===== src/rtl/riscv_pkg.sv =====
// ============================================================================
// riscv_pkg : RV32I encodings, one-hot op bit positions and immediate helper
// Rev 1.0
// ============================================================================
`default_nettype none

package riscv_pkg;

  localparam logic [6:0] OPC_LUI    = 7'b0110111;
  localparam logic [6:0] OPC_AUIPC  = 7'b0010111;
  localparam logic [6:0] OPC_JAL    = 7'b1101111;
  localparam logic [6:0] OPC_JALR   = 7'b1100111;
  localparam logic [6:0] OPC_BRANCH = 7'b1100011;
  localparam logic [6:0] OPC_LOAD   = 7'b0000011;
  localparam logic [6:0] OPC_STORE  = 7'b0100011;
  localparam logic [6:0] OPC_OPIMM  = 7'b0010011;
  localparam logic [6:0] OPC_OP     = 7'b0110011;
  localparam logic [6:0] OPC_SYSTEM = 7'b1110011;

  localparam logic [2:0] F3_ADD  = 3'b000;
  localparam logic [2:0] F3_SLL  = 3'b001;
  localparam logic [2:0] F3_SLT  = 3'b010;
  localparam logic [2:0] F3_SLTU = 3'b011;
  localparam logic [2:0] F3_XOR  = 3'b100;
  localparam logic [2:0] F3_SRL  = 3'b101;
  localparam logic [2:0] F3_OR   = 3'b110;
  localparam logic [2:0] F3_AND  = 3'b111;

  localparam logic [2:0] F3_BEQ  = 3'b000;
  localparam logic [2:0] F3_BNE  = 3'b001;
  localparam logic [2:0] F3_BLT  = 3'b100;
  localparam logic [2:0] F3_BGE  = 3'b101;
  localparam logic [2:0] F3_BLTU = 3'b110;
  localparam logic [2:0] F3_BGEU = 3'b111;

  localparam logic [2:0] F3_LB   = 3'b000;
  localparam logic [2:0] F3_LH   = 3'b001;
  localparam logic [2:0] F3_LW   = 3'b010;
  localparam logic [2:0] F3_LBU  = 3'b100;
  localparam logic [2:0] F3_LHU  = 3'b101;

  localparam logic [2:0] F3_SB   = 3'b000;
  localparam logic [2:0] F3_SH   = 3'b001;
  localparam logic [2:0] F3_SW   = 3'b010;

  localparam logic [6:0] F7_BASE = 7'b0000000;
  localparam logic [6:0] F7_ALT  = 7'b0100000;

  localparam logic [31:0] ECALL_WORD = 32'h0000_0073;

  localparam int OP_BEQ   = 0;
  localparam int OP_BNE   = 1;
  localparam int OP_BLT   = 2;
  localparam int OP_BGE   = 3;
  localparam int OP_BLTU  = 4;
  localparam int OP_BGEU  = 5;
  localparam int OP_ADD   = 6;
  localparam int OP_SUB   = 7;
  localparam int OP_SLL   = 8;
  localparam int OP_SLT   = 9;
  localparam int OP_SLTU  = 10;
  localparam int OP_XOR   = 11;
  localparam int OP_SRL   = 12;
  localparam int OP_SRA   = 13;
  localparam int OP_OR    = 14;
  localparam int OP_AND   = 15;
  localparam int OP_ADDI  = 16;
  localparam int OP_SLTI  = 17;
  localparam int OP_SLTIU = 18;
  localparam int OP_XORI  = 19;
  localparam int OP_ORI   = 20;
  localparam int OP_ANDI  = 21;
  localparam int OP_SLLI  = 22;
  localparam int OP_SRLI  = 23;
  localparam int OP_SRAI  = 24;
  localparam int OP_LUI   = 25;
  localparam int OP_AUIPC = 26;
  localparam int OP_JAL   = 27;
  localparam int OP_JALR  = 28;
  localparam int OP_JUMP  = 29;
  localparam int OP_LB    = 30;
  localparam int OP_LH    = 31;
  localparam int OP_LW    = 32;
  localparam int OP_LBU   = 33;
  localparam int OP_LHU   = 34;
  localparam int OP_SB    = 35;
  localparam int OP_SH    = 36;
  localparam int OP_SW    = 37;
  localparam int OP_ECALL = 38;
  // Bit 39 is reserved and always driven 0.
  localparam int NUM_OPS  = 40;

  typedef enum logic [2:0] {
    IMM_NONE = 3'd0,
    IMM_I    = 3'd1,
    IMM_S    = 3'd2,
    IMM_B    = 3'd3,
    IMM_U    = 3'd4,
    IMM_J    = 3'd5,
    IMM_SH   = 3'd6
  } imm_fmt_e;

  typedef enum logic [1:0] {
    A_RS1  = 2'd0,
    A_PC   = 2'd1,
    A_ZERO = 2'd2
  } a_sel_e;

  function automatic logic [31:0] gen_imm(input imm_fmt_e fmt, input logic [31:7] ins);
    logic [31:0] imm;
    imm = '0;
    case (fmt)
      IMM_I:   imm = {{20{ins[31]}}, ins[31:20]};
      IMM_S:   imm = {{20{ins[31]}}, ins[31:25], ins[11:7]};
      IMM_B:   imm = {{19{ins[31]}}, ins[31], ins[7], ins[30:25], ins[11:8], 1'b0};
      IMM_U:   imm = {ins[31:12], 12'b0};
      IMM_J:   imm = {{11{ins[31]}}, ins[31], ins[19:12], ins[20], ins[30:21], 1'b0};
      IMM_SH:  imm = {27'b0, ins[24:20]};
      default: imm = '0;
    endcase
    return imm;
  endfunction

endpackage

`default_nettype wire


===== src/rtl/riscv_regfile.sv =====
// ============================================================================
// riscv_regfile : 32 x XLEN integer register file, 2R/1W, write-through bypass
// Rev 1.0
// ============================================================================
`default_nettype none

module riscv_regfile #(
  parameter int XLEN = 32
) (
  input  logic            clk,
  input  logic            rst,
  input  logic            we_i,
  input  logic [4:0]      waddr_i,
  input  logic [XLEN-1:0] wdata_i,
  input  logic [4:0]      raddr_a_i,
  input  logic [4:0]      raddr_b_i,
  output logic [XLEN-1:0] rdata_a_o,
  output logic [XLEN-1:0] rdata_b_o
);

  logic [XLEN-1:0] mem_q [32];
  logic            wr_en;

  assign wr_en = we_i && (waddr_i != 5'd0);

  always_ff @(posedge clk or posedge rst) begin
    if (rst) begin
      for (int i = 0; i < 32; i++) begin
        mem_q[i] <= '0;
      end
    end else if (wr_en) begin
      mem_q[waddr_i] <= wdata_i;
    end
  end

  // Same-cycle write is forwarded so the reader never sees the stale value.
  always_comb begin
    rdata_a_o = mem_q[raddr_a_i];
    rdata_b_o = mem_q[raddr_b_i];
    if (wr_en && (waddr_i == raddr_a_i)) rdata_a_o = wdata_i;
    if (wr_en && (waddr_i == raddr_b_i)) rdata_b_o = wdata_i;
    if (raddr_a_i == 5'd0) rdata_a_o = '0;
    if (raddr_b_i == 5'd0) rdata_b_o = '0;
  end

endmodule

`default_nettype wire


===== src/rtl/riscv_decode_stage.sv =====
// ============================================================================
// riscv_decode_stage : RV32I decode/issue with RAW scoreboard and output register
// Rev 1.0
// ============================================================================
`default_nettype none

module riscv_decode_stage #(
  parameter int XLEN    = 32,
  parameter int NUM_OPS = riscv_pkg::NUM_OPS
) (
  input  logic               clk,
  input  logic               rst,
  input  logic               if_valid_i,
  output logic               if_ready_o,
  input  logic [31:0]        if_instr_i,
  input  logic [XLEN-1:0]    if_pc_i,
  input  logic               wb_en_i,
  input  logic [4:0]         wb_rd_i,
  input  logic [XLEN-1:0]    wb_data_i,
  input  logic               flush_i,
  output logic               id_valid_o,
  input  logic               id_ready_i,
  output logic [NUM_OPS-1:0] id_op_o,
  output logic [XLEN-1:0]    id_alu_a_o,
  output logic [XLEN-1:0]    id_alu_b_o,
  output logic [XLEN-1:0]    id_rs2_o,
  output logic [XLEN-1:0]    id_imm_o,
  output logic [4:0]         id_rd_o,
  output logic [XLEN-1:0]    id_pc_o,
  output logic               id_illegal_o
);

  import riscv_pkg::*;

  logic [6:0]         opcode, funct7;
  logic [2:0]         funct3;
  logic [4:0]         rs1_idx, rs2_idx, rd_idx, dec_rd;
  logic [NUM_OPS-1:0] dec_op;
  imm_fmt_e           imm_fmt;
  a_sel_e             a_sel;
  logic               b_is_rs2, use_rs1, use_rs2, writes_rd, illegal;
  logic [XLEN-1:0]    rs1_val, rs2_val, imm_val, alu_a, alu_b;
  logic               hazard, issue;

  logic               id_valid_q, id_valid_d;
  logic [NUM_OPS-1:0] id_op_q;
  logic [XLEN-1:0]    id_alu_a_q, id_alu_b_q, id_rs2_q, id_imm_q, id_pc_q;
  logic [4:0]         id_rd_q;
  logic               id_illegal_q;
  logic [31:0]        busy_q, busy_d;

  assign opcode  = if_instr_i[6:0];
  assign rd_idx  = if_instr_i[11:7];
  assign funct3  = if_instr_i[14:12];
  assign rs1_idx = if_instr_i[19:15];
  assign rs2_idx = if_instr_i[24:20];
  assign funct7  = if_instr_i[31:25];

  always_comb begin
    dec_op    = '0;
    imm_fmt   = IMM_NONE;
    a_sel     = A_RS1;
    b_is_rs2  = 1'b0;
    use_rs1   = 1'b0;
    use_rs2   = 1'b0;
    writes_rd = 1'b0;
    illegal   = 1'b0;
    case (opcode)
      OPC_LUI: begin
        dec_op[OP_LUI] = 1'b1; imm_fmt = IMM_U; a_sel = A_ZERO; writes_rd = 1'b1;
      end
      OPC_AUIPC: begin
        dec_op[OP_AUIPC] = 1'b1; imm_fmt = IMM_U; a_sel = A_PC; writes_rd = 1'b1;
      end
      OPC_JAL: begin
        dec_op[OP_JAL] = 1'b1; dec_op[OP_JUMP] = 1'b1;
        imm_fmt = IMM_J; a_sel = A_PC; writes_rd = 1'b1;
      end
      OPC_JALR: begin
        dec_op[OP_JALR] = 1'b1; dec_op[OP_JUMP] = 1'b1;
        imm_fmt = IMM_I; use_rs1 = 1'b1; writes_rd = 1'b1;
        illegal = (funct3 != 3'b000);
      end
      OPC_BRANCH: begin
        imm_fmt = IMM_B; use_rs1 = 1'b1; use_rs2 = 1'b1; b_is_rs2 = 1'b1;
        case (funct3)
          F3_BEQ:  dec_op[OP_BEQ]  = 1'b1;
          F3_BNE:  dec_op[OP_BNE]  = 1'b1;
          F3_BLT:  dec_op[OP_BLT]  = 1'b1;
          F3_BGE:  dec_op[OP_BGE]  = 1'b1;
          F3_BLTU: dec_op[OP_BLTU] = 1'b1;
          F3_BGEU: dec_op[OP_BGEU] = 1'b1;
          default: illegal = 1'b1;
        endcase
      end
      OPC_LOAD: begin
        imm_fmt = IMM_I; use_rs1 = 1'b1; writes_rd = 1'b1;
        case (funct3)
          F3_LB:   dec_op[OP_LB]  = 1'b1;
          F3_LH:   dec_op[OP_LH]  = 1'b1;
          F3_LW:   dec_op[OP_LW]  = 1'b1;
          F3_LBU:  dec_op[OP_LBU] = 1'b1;
          F3_LHU:  dec_op[OP_LHU] = 1'b1;
          default: illegal = 1'b1;
        endcase
      end
      OPC_STORE: begin
        imm_fmt = IMM_S; use_rs1 = 1'b1; use_rs2 = 1'b1;
        case (funct3)
          F3_SB:   dec_op[OP_SB] = 1'b1;
          F3_SH:   dec_op[OP_SH] = 1'b1;
          F3_SW:   dec_op[OP_SW] = 1'b1;
          default: illegal = 1'b1;
        endcase
      end
      OPC_OPIMM: begin
        imm_fmt = IMM_I; use_rs1 = 1'b1; writes_rd = 1'b1;
        case (funct3)
          F3_ADD:  dec_op[OP_ADDI]  = 1'b1;
          F3_SLT:  dec_op[OP_SLTI]  = 1'b1;
          F3_SLTU: dec_op[OP_SLTIU] = 1'b1;
          F3_XOR:  dec_op[OP_XORI]  = 1'b1;
          F3_OR:   dec_op[OP_ORI]   = 1'b1;
          F3_AND:  dec_op[OP_ANDI]  = 1'b1;
          F3_SLL: begin
            imm_fmt = IMM_SH;
            if (funct7 == F7_BASE) dec_op[OP_SLLI] = 1'b1;
            else                   illegal = 1'b1;
          end
          default: begin
            imm_fmt = IMM_SH;
            if (funct7 == F7_BASE)     dec_op[OP_SRLI] = 1'b1;
            else if (funct7 == F7_ALT) dec_op[OP_SRAI] = 1'b1;
            else                       illegal = 1'b1;
          end
        endcase
      end
      OPC_OP: begin
        use_rs1 = 1'b1; use_rs2 = 1'b1; b_is_rs2 = 1'b1; writes_rd = 1'b1;
        if (funct7 == F7_BASE) begin
          case (funct3)
            F3_ADD:  dec_op[OP_ADD]  = 1'b1;
            F3_SLL:  dec_op[OP_SLL]  = 1'b1;
            F3_SLT:  dec_op[OP_SLT]  = 1'b1;
            F3_SLTU: dec_op[OP_SLTU] = 1'b1;
            F3_XOR:  dec_op[OP_XOR]  = 1'b1;
            F3_SRL:  dec_op[OP_SRL]  = 1'b1;
            F3_OR:   dec_op[OP_OR]   = 1'b1;
            default: dec_op[OP_AND]  = 1'b1;
          endcase
        end else if (funct7 == F7_ALT && funct3 == F3_ADD) begin
          dec_op[OP_SUB] = 1'b1;
        end else if (funct7 == F7_ALT && funct3 == F3_SRL) begin
          dec_op[OP_SRA] = 1'b1;
        end else begin
          illegal = 1'b1;
        end
      end
      OPC_SYSTEM: begin
        if (if_instr_i == ECALL_WORD) dec_op[OP_ECALL] = 1'b1;
        else                          illegal = 1'b1;
      end
      default: illegal = 1'b1;
    endcase
    // An illegal word issues as a no-op bundle that neither reads nor writes registers.
    if (illegal) begin
      dec_op    = '0;
      use_rs1   = 1'b0;
      use_rs2   = 1'b0;
      writes_rd = 1'b0;
    end
  end

  riscv_regfile #(.XLEN(XLEN)) u_regfile (
    .clk       (clk),
    .rst       (rst),
    .we_i      (wb_en_i),
    .waddr_i   (wb_rd_i),
    .wdata_i   (wb_data_i),
    .raddr_a_i (rs1_idx),
    .raddr_b_i (rs2_idx),
    .rdata_a_o (rs1_val),
    .rdata_b_o (rs2_val)
  );

  assign imm_val = gen_imm(imm_fmt, if_instr_i[31:7]);
  assign dec_rd  = writes_rd ? rd_idx : 5'd0;

  always_comb begin
    case (a_sel)
      A_PC:    alu_a = if_pc_i;
      A_ZERO:  alu_a = '0;
      default: alu_a = rs1_val;
    endcase
    alu_b = b_is_rs2 ? rs2_val : imm_val;
  end

  // A busy source is harmless when its write-back lands this cycle (bypass serves it).
  assign hazard = (use_rs1 && busy_q[rs1_idx] && !(wb_en_i && wb_rd_i == rs1_idx)) ||
                  (use_rs2 && busy_q[rs2_idx] && !(wb_en_i && wb_rd_i == rs2_idx));

  assign if_ready_o = !flush_i && !hazard && (!id_valid_q || id_ready_i);
  assign issue      = if_valid_i && if_ready_o;
  assign id_valid_d = issue || (id_valid_q && !id_ready_i && !flush_i);

  always_comb begin
    busy_d = busy_q;
    if (wb_en_i) busy_d[wb_rd_i] = 1'b0;
    if (flush_i && id_valid_q && !id_ready_i) busy_d[id_rd_q] = 1'b0;
    if (issue) busy_d[dec_rd] = 1'b1;
    busy_d[0] = 1'b0;
  end

  always_ff @(posedge clk or posedge rst) begin
    if (rst) begin
      id_valid_q   <= 1'b0;
      busy_q       <= '0;
      id_op_q      <= '0;
      id_alu_a_q   <= '0;
      id_alu_b_q   <= '0;
      id_rs2_q     <= '0;
      id_imm_q     <= '0;
      id_rd_q      <= '0;
      id_pc_q      <= '0;
      id_illegal_q <= 1'b0;
    end else begin
      id_valid_q <= id_valid_d;
      busy_q     <= busy_d;
      if (issue) begin
        id_op_q      <= dec_op;
        id_alu_a_q   <= alu_a;
        id_alu_b_q   <= alu_b;
        id_rs2_q     <= rs2_val;
        id_imm_q     <= imm_val;
        id_rd_q      <= dec_rd;
        id_pc_q      <= if_pc_i;
        id_illegal_q <= illegal;
      end
    end
  end

  assign id_valid_o   = id_valid_q;
  assign id_op_o      = id_op_q;
  assign id_alu_a_o   = id_alu_a_q;
  assign id_alu_b_o   = id_alu_b_q;
  assign id_rs2_o     = id_rs2_q;
  assign id_imm_o     = id_imm_q;
  assign id_rd_o      = id_rd_q;
  assign id_pc_o      = id_pc_q;
  assign id_illegal_o = id_illegal_q;

endmodule

`default_nettype wire


===== config.mk =====
export PLATFORM = sky130hd
export DESIGN_NAME = riscv_decode_stage
export DESIGN_NICKNAME = d
export VERILOG_FILES = /design/src/rtl/riscv_pkg.sv /design/src/rtl/riscv_regfile.sv /design/src/rtl/riscv_decode_stage.sv
export SDC_FILE = /design/constraint.sdc
export NUM_CORES = 2
export LEC_CHECK = 0
export ABC_AREA = 1
export BUFFER_PORTS_ARGS = -buffer_cell sky130_fd_sc_hd__buf_4
export CORE_UTILIZATION = 30
export CTS_BUF_LIST = sky130_fd_sc_hd__clkbuf_16
export CTS_CLUSTER_DIAMETER = 40
export DETAILED_ROUTE_END_ITERATION = 8
export GPL_ROUTABILITY_DRIVEN = 0
export PLACE_DENSITY = 0.45
export SYNTH_ARGS = -nofsm -noshare
export SYNTH_HDL_FRONTEND = slang
export SYNTH_SLANG_ARGS = --single-unit

===== constraint.sdc =====
create_clock -name clk -period 62.2 [get_ports clk]
set_input_delay 9.33 -clock clk [delete_from_list [all_inputs] [get_ports clk]]
set_output_delay 9.33 -clock clk [all_outputs]
set_load 0.01 [all_outputs]

[After elaboration in Yosys (flattened, before gate mapping)]
Cells that the tools add are included.
Storage, ports and cells
  bits in registers: 1262
Operators by class
  order comparisons: 12
  eq/ne operators: 29
  mux-type cells: 87
  bitwise logic cells: 8
  reductions and logical operators: 52
Operators with widths (count)
  1024-bit bitwise mux: 1
  32-bit 2-to-1 mux: 13
  32-bit binary-select mux with 5-bit select: 2
  32-bit case mux with 6 select lines: 1
  32-bit demux with 5-bit select: 1
  32-bit bitwise AND: 2
  32-bit NOT: 2
  32-bit case mux with 2 select lines: 1
  1-bit 2-to-1 mux: 48
  39-bit 2-to-1 mux: 1
  32-bit by 7-bit == test with 1-bit output, second input constant: 1
  32-bit bitwise OR: 1
  5-bit by 6-bit < comparator with 1-bit output, second input constant: 5
  7-bit by 6-bit == test with 1-bit output, second input constant: 4
  7-bit == test, second input constant: 4
  1-bit logical AND: 22
  3-bit == test, second input constant: 7
  7-bit OR reduction: 3
  6-bit >= comparator, second input constant: 3
  5-bit NOT with 6-bit output: 3
  3-bit case mux with 6 select lines: 1
  6-bit OR reduction: 3
  1-bit demux with 5-bit select: 3
  5-bit by 1-bit >= comparator with 1-bit output, second input constant: 3
  28 further kinds: 53

[Longest topological paths before layout]
  depth in word-level cells: 15
  mapped depth: 18

[By module]
Synthesis repeated with hierarchy kept, for this count alone.
Second synthesis, totals
  cells, all modules: 10598
  area, all modules: 72002.8 um^2
By module, submodules not included
  riscv_regfile: instances 1, cells each 8838, area an instance 59667.2 um^2, seq. area each 25624.6 um^2
  riscv_decode_stage: instances 1, cells each 1760, area an instance 12335.6 um^2, seq. area each 5930.7 um^2

[Worst setup path after synthesis]
Ideal clock, no wire load.
  path kind: input to output
  start: input port if_instr_i[19]
  end: output port if_ready_o
  arrival: 10.484 ns
  slack: 42.386 ns
  cell stages on the path: 11
  path buffers: 1
  cell sequence: buf_2 > clkinv_2 > nand2_2 > nor2_1 > nand2_1 > o21ai_2 > inv_2 > nor2_2 > nand3_2 > nand3_2 > inv_1
On the way
  cells in the longest elaborated chain, start to end: 10
RTL lines
  start, declared: RTL line riscv_decode_stage.sv:15  | input logic [31:0] if_instr_i,
  32-bit by 7-bit == test with 1-bit output: RTL line riscv_decode_stage.sv:160  | if (if_instr_i == ECALL_WORD) dec_op[OP_ECALL] = 1'b1;
  1-bit 2-to-1 mux: RTL line riscv_decode_stage.sv:160
  1-bit case mux with 8 select lines: RTL line riscv_decode_stage.sv:68  | case (opcode)
  1-bit 2-to-1 mux: RTL line riscv_decode_stage.sv:166  | if (illegal) begin
  1-bit logical AND, on equally long branches (2 in a row): RTL line riscv_decode_stage.sv:199, riscv_decode_stage.sv:200
  1-bit logical OR *: RTL line riscv_decode_stage.sv:199  | assign hazard = (use_rs1 && busy_q[rs1_idx] && !(wb_en_i && wb_rd_i == rs1_idx)) ||
  1-bit zero test *: RTL line riscv_decode_stage.sv:202  | assign if_ready_o = !flush_i && !hazard && (!id_valid_q || id_ready_i);
  1-bit logical AND * (2 in a row): RTL line riscv_decode_stage.sv:202
  end, declared: RTL line riscv_decode_stage.sv:14  | output logic if_ready_o,
Every way passes the cells marked *; elsewhere a longest branch is shown, timed or not. The select of a mux whose other input is x is not followed.

[Worst setup path in the final report]
  start: input port if_instr_i[20]
  end: output port if_ready_o
Same word-level chain as after synthesis.

==> metrics.md <==
| Metric | Value |
|---|---|
| Sequential fraction of the synthesis area | 46.1% |
| DRC violations left | 0 |
| Hold Violations, Final | 0 |
| RSZ-0062 raised after global routing | false |
| CP peak stage delay | 0.82 ns |
| Sum Neg Setup Slack | 0 ns |
| Final Setup Violations | 0 |
| CTS Buf Count | 231 |
| Clk Latency, worst-skew pair | 0.86 ns |
| Grt ovf | 0 |
| Most frequent cell after synthesis | nand2_1 |
| Max-cap viol count | 0 |
| Slew margin rel. | 5.82% |
| Clock Tree Buf Depth | 3 |
| Most frequent CP cell | buf_4 |
| Tcrit/Tclk final | 35.7% |
| Worst Setup End Kind | primary output |
| Area growth syn-to-layout | 17.8% |
| Post-Syn Instances | 9526 |
| Cell Rows | 175 |
| Sink Count | 1261 |
| Core ar. | 227000 um^2 |
| CP arrival | 12.85 ns |
| Internal power | 1.97 mW |
| CTS tree | yes |
| Synth top area share | 46.1% |
| Root Driver | clkbuf_16 |
| Sequential share of power | 36.9% |
| CTS Hold Buffers Added | 0 |
| CP Launch Type | input port |
| Die H | 480 um |
| Number of enable flip-flop cells after synthesis | 0 |
| Final Max Tran Viols | 0 |
| Synth unique cells | 41 |
| Yosys top cell by area | dfrtp_1 |
| Leading post-synthesis cells by cell area | dfrtp_1 (46%), nand2_1 (15%), o21ai_0 (13%), nand3_1 (5.7%), a21oi_1 (4.9%) |
| First-pass GRT wire length | 458 mm |
| Drt via density | 5.40 |
| WL final | 315 mm |
| Vias | 68000 |
| NetSw | 881 uW |
| Post-DP Area | 72700 um^2 |
| Die ar. | 230000 um^2 |
| Worst Hold Launch | u_regfile.mem_q[1005]$_DFFE_PP0P_ |
| Mapped cell area | 68500 um^2 |
| Clock skew | 0.0344 ns |
| Clk slew on worst S/H paths | 0.05 ns |
| Antenna Nets Post-Route | 0 |
| Peak supply drop | 0.0251 mV |
| Layout net count | 9472 |
| Syn_nets | 9634 |
| Post-synth top flop | dfrtp_1 |
| Antenna violations before repair | 13 |
| Number of global-route vias before repair | 63400 |
| Combinational power share | 16.9% |
| Leakage Power | 37.6 nW |
| Synth top cells by count | nand2_1 (2729), o21ai_0 (1762), dfrtp_1 (1261) |
| WHS Endpoint | u_regfile.mem_q[1005]$_DFFE_PP0P_ |
| Status | finished, final reports clean |
| Synth Warn # | 0 |
| Slowest stage cell, crit path | buf_4 |
| Final Cell Area | 80700 um^2 |
| Starting DRT DRC Count | 7587 |
| TritonRoute pass-1 iters | 7 |
| Switching share of power | 30.9% |
| Syn Area/Cell | 7.19 um^2 |
| FF+latch count, synth | 1261 |
| Slew at the pin with the worst max-slew slack | 1.40 ns |
| WL/cell | 25.0 um |
| Hold Path Stages | 0 |
| R2r startpoint | busy_q[7]$_DFF_PP0_ |
| Gr usage total | 26.9% |
| Worst R2R End | id_rs2_o[21]$_DFFE_PP0P_ |
| Cts repair resizes | 0 |
| # IOs | 315 |
| Critical-path maximum fanout | 115 |
| Postcts setup bufs | 0 |
| Reg2Reg Setup Slack | 58.28 ns |
| Cell Chain, Critical Path | buf_8, buf_4, buf_4, nor2_1, nand2_1, nor2_1, nand2_1, o21ai_2, inv_2, nor2_2, nand3_2, nand3_2, inv_1, buf_4 |
| DP Wirelength | 184 mm |
| Critical path data required time | 52.87 ns |
| Cells on worst reg2reg path | 15 |
| Clk pwr share | 46.2% |
| Share of layout cells above drive strength 1 | 9.39% |
| Fin crit period | 22.18 ns |
| Largest net degree at the start of global routing | 205 |
| Share of flip-flops with an asynchronous set or reset | 100% |
| Port Buffers | 313 |
| Worst min-delay path category | flip-flop to flip-flop |
| Die Wd | 480 um |
| H-tree depth | 4 |
| Max Clk Rate | 0.0451 GHz |
| Power per cell area | 35.3 nW/um^2 |
| Initial Utilization | 30.1% |
| CP Class | input port to primary output |
routing by layer:
metal	vias to the layer above	share of wire (%)	global-route usage (%)
met1	33000	43	36.5
met4	6	4.7	11.8
met5	-	0.012	0
met2	2999	44	41.5
met3	659	7.6	4.96
li1	31300	-	-
cell usage in the layout (no fill, tap or decap), types with 2 or more instances in the layout:
| cell | synthesis | layout |
|---|---|---|
| bufinv_16 | 0 | 37 |
| a21boi_0 | 4 | 4 |
| buf_4 | 4 | 428 |
| clkbuf_16 | 0 | 235 |
| o221ai_1 | 3 | 3 |
| clkinv_8 | 0 | 4 |
| nand2_4 | 0 | 15 |
| clkinv_1 | 5 | 41 |
| clkinv_4 | 0 | 11 |
| o21ai_1 | 4 | 4 |
| a31oi_1 | 15 | 15 |
| nand4_1 | 25 | 25 |
| a21oi_1 | 672 | 671 |
| nor3_1 | 29 | 28 |
| nor2_2 | 4 | 7 |
| o21ai_0 | 1762 | 1762 |
| nand2_1 | 2729 | 2714 |
| nand2_2 | 4 | 4 |
| nor2_4 | 2 | 19 |
| o21bai_1 | 2 | 2 |
| inv_1 | 697 | 712 |
| inv_2 | 14 | 15 |
| nand3_1 | 779 | 779 |
| inv_6 | 0 | 28 |
| a21o_1 | 9 | 9 |
| inv_8 | 0 | 6 |
| nand3_2 | 3 | 3 |
| dfrtp_1 | 1261 | 1261 |
| buf_6 | 3 | 2 |
| o211ai_1 | 364 | 364 |
| clkinvlp_4 | 0 | 18 |
| clkinv_2 | 1 | 49 |
| buf_8 | 0 | 4 |
| nor2_1 | 282 | 262 |
| diode_2 | 0 | 10 |
| o211a_1 | 6 | 6 |
| buf_12 | 0 | 8 |
| nand3b_1 | 2 | 2 |
kinds of logic after synthesis:
| family | share of synthesized area (%) |
|---|---|
| buffers and inverters | 8.80 |
| other | 0.00547 |
| adders and majority gates | 0.0183 |
| and+or+nand+nor | 22.8 |
| DFF | 46.1 |
| AOI/OAI and AO/OA | 22.3 |
power by group through the flow:
stage / sequential, mW / clock [mW] / combinational [mW]
CTS: 1.05 / 1.34 / 0.480
floorplan: 1.05 / 0 / 0.311
detailed placement: 1.06 / 0 / 0.478
global placement: 1.06 / 0 / 0.471
global route: 1.07 / 1.37 / 0.542
finish: 1.05 / 1.32 / 0.481
through the flow:
step | hold slack (ns) | worst slack, ns | total power [mW] | cells | utilization (%)
after floorplan | 0.440 | 17.33 | 1.36 | 9526 | -
after global placement | 0.376 | 40.14 | 1.53 | 12100 | 32.0
after detailed placement | 0.378 | 40.09 | 1.54 | 12100 | 32.0
after CTS | 0.389 | 40.09 | 2.86 | 12600 | 35.5
after global routing | 0.396 | 39.80 | 2.98 | 12600 | 35.5
final | 0.390 | 40.02 | 2.85 | 12600 | 35.5
critical path: cells and delay by family:
family          cells  cell delay (ns)
simple gates        7             0.95
compound gates      1             0.14
buf+inv             6             2.32
final cells by class:
type,count,area [um^2]
antenna,10,25.0
clock inverter,205,2120
sequential,1261,31600
fill,24000,147000
clock buffer,235,5880
tap,3009,3760
inverter,717,2730
multi-input combinational,6711,31200
timing repair buffer,442,3460
how the worst max path moves through the flow:
stage | from | end | slack (ns)
global placement | if_instr_i[20] | if_ready_o | 40.14
CTS | if_instr_i[20] | if_ready_o | 40.09
detailed placement | if_instr_i[20] | if_ready_o | 40.09
finish | if_instr_i[20] | if_ready_o | 40.02
floorplan | rst | busy_q[10]$_DFF_PP0_ | 17.33
global route | if_instr_i[20] | if_ready_o | 39.80
flip-flops by register name, summed over array words and instances (netlist names):
register and flops:
id_rs2_o 32, id_pc_o 32, id_alu_b_o 32, u_regfile.mem_q 1024, id_valid_o 1, id_op_o 39, id_imm_o 32, busy_q 31
id_rd_o 5, id_illegal_o 1, id_alu_a_o 32
(Power assumes the default switching activity.)
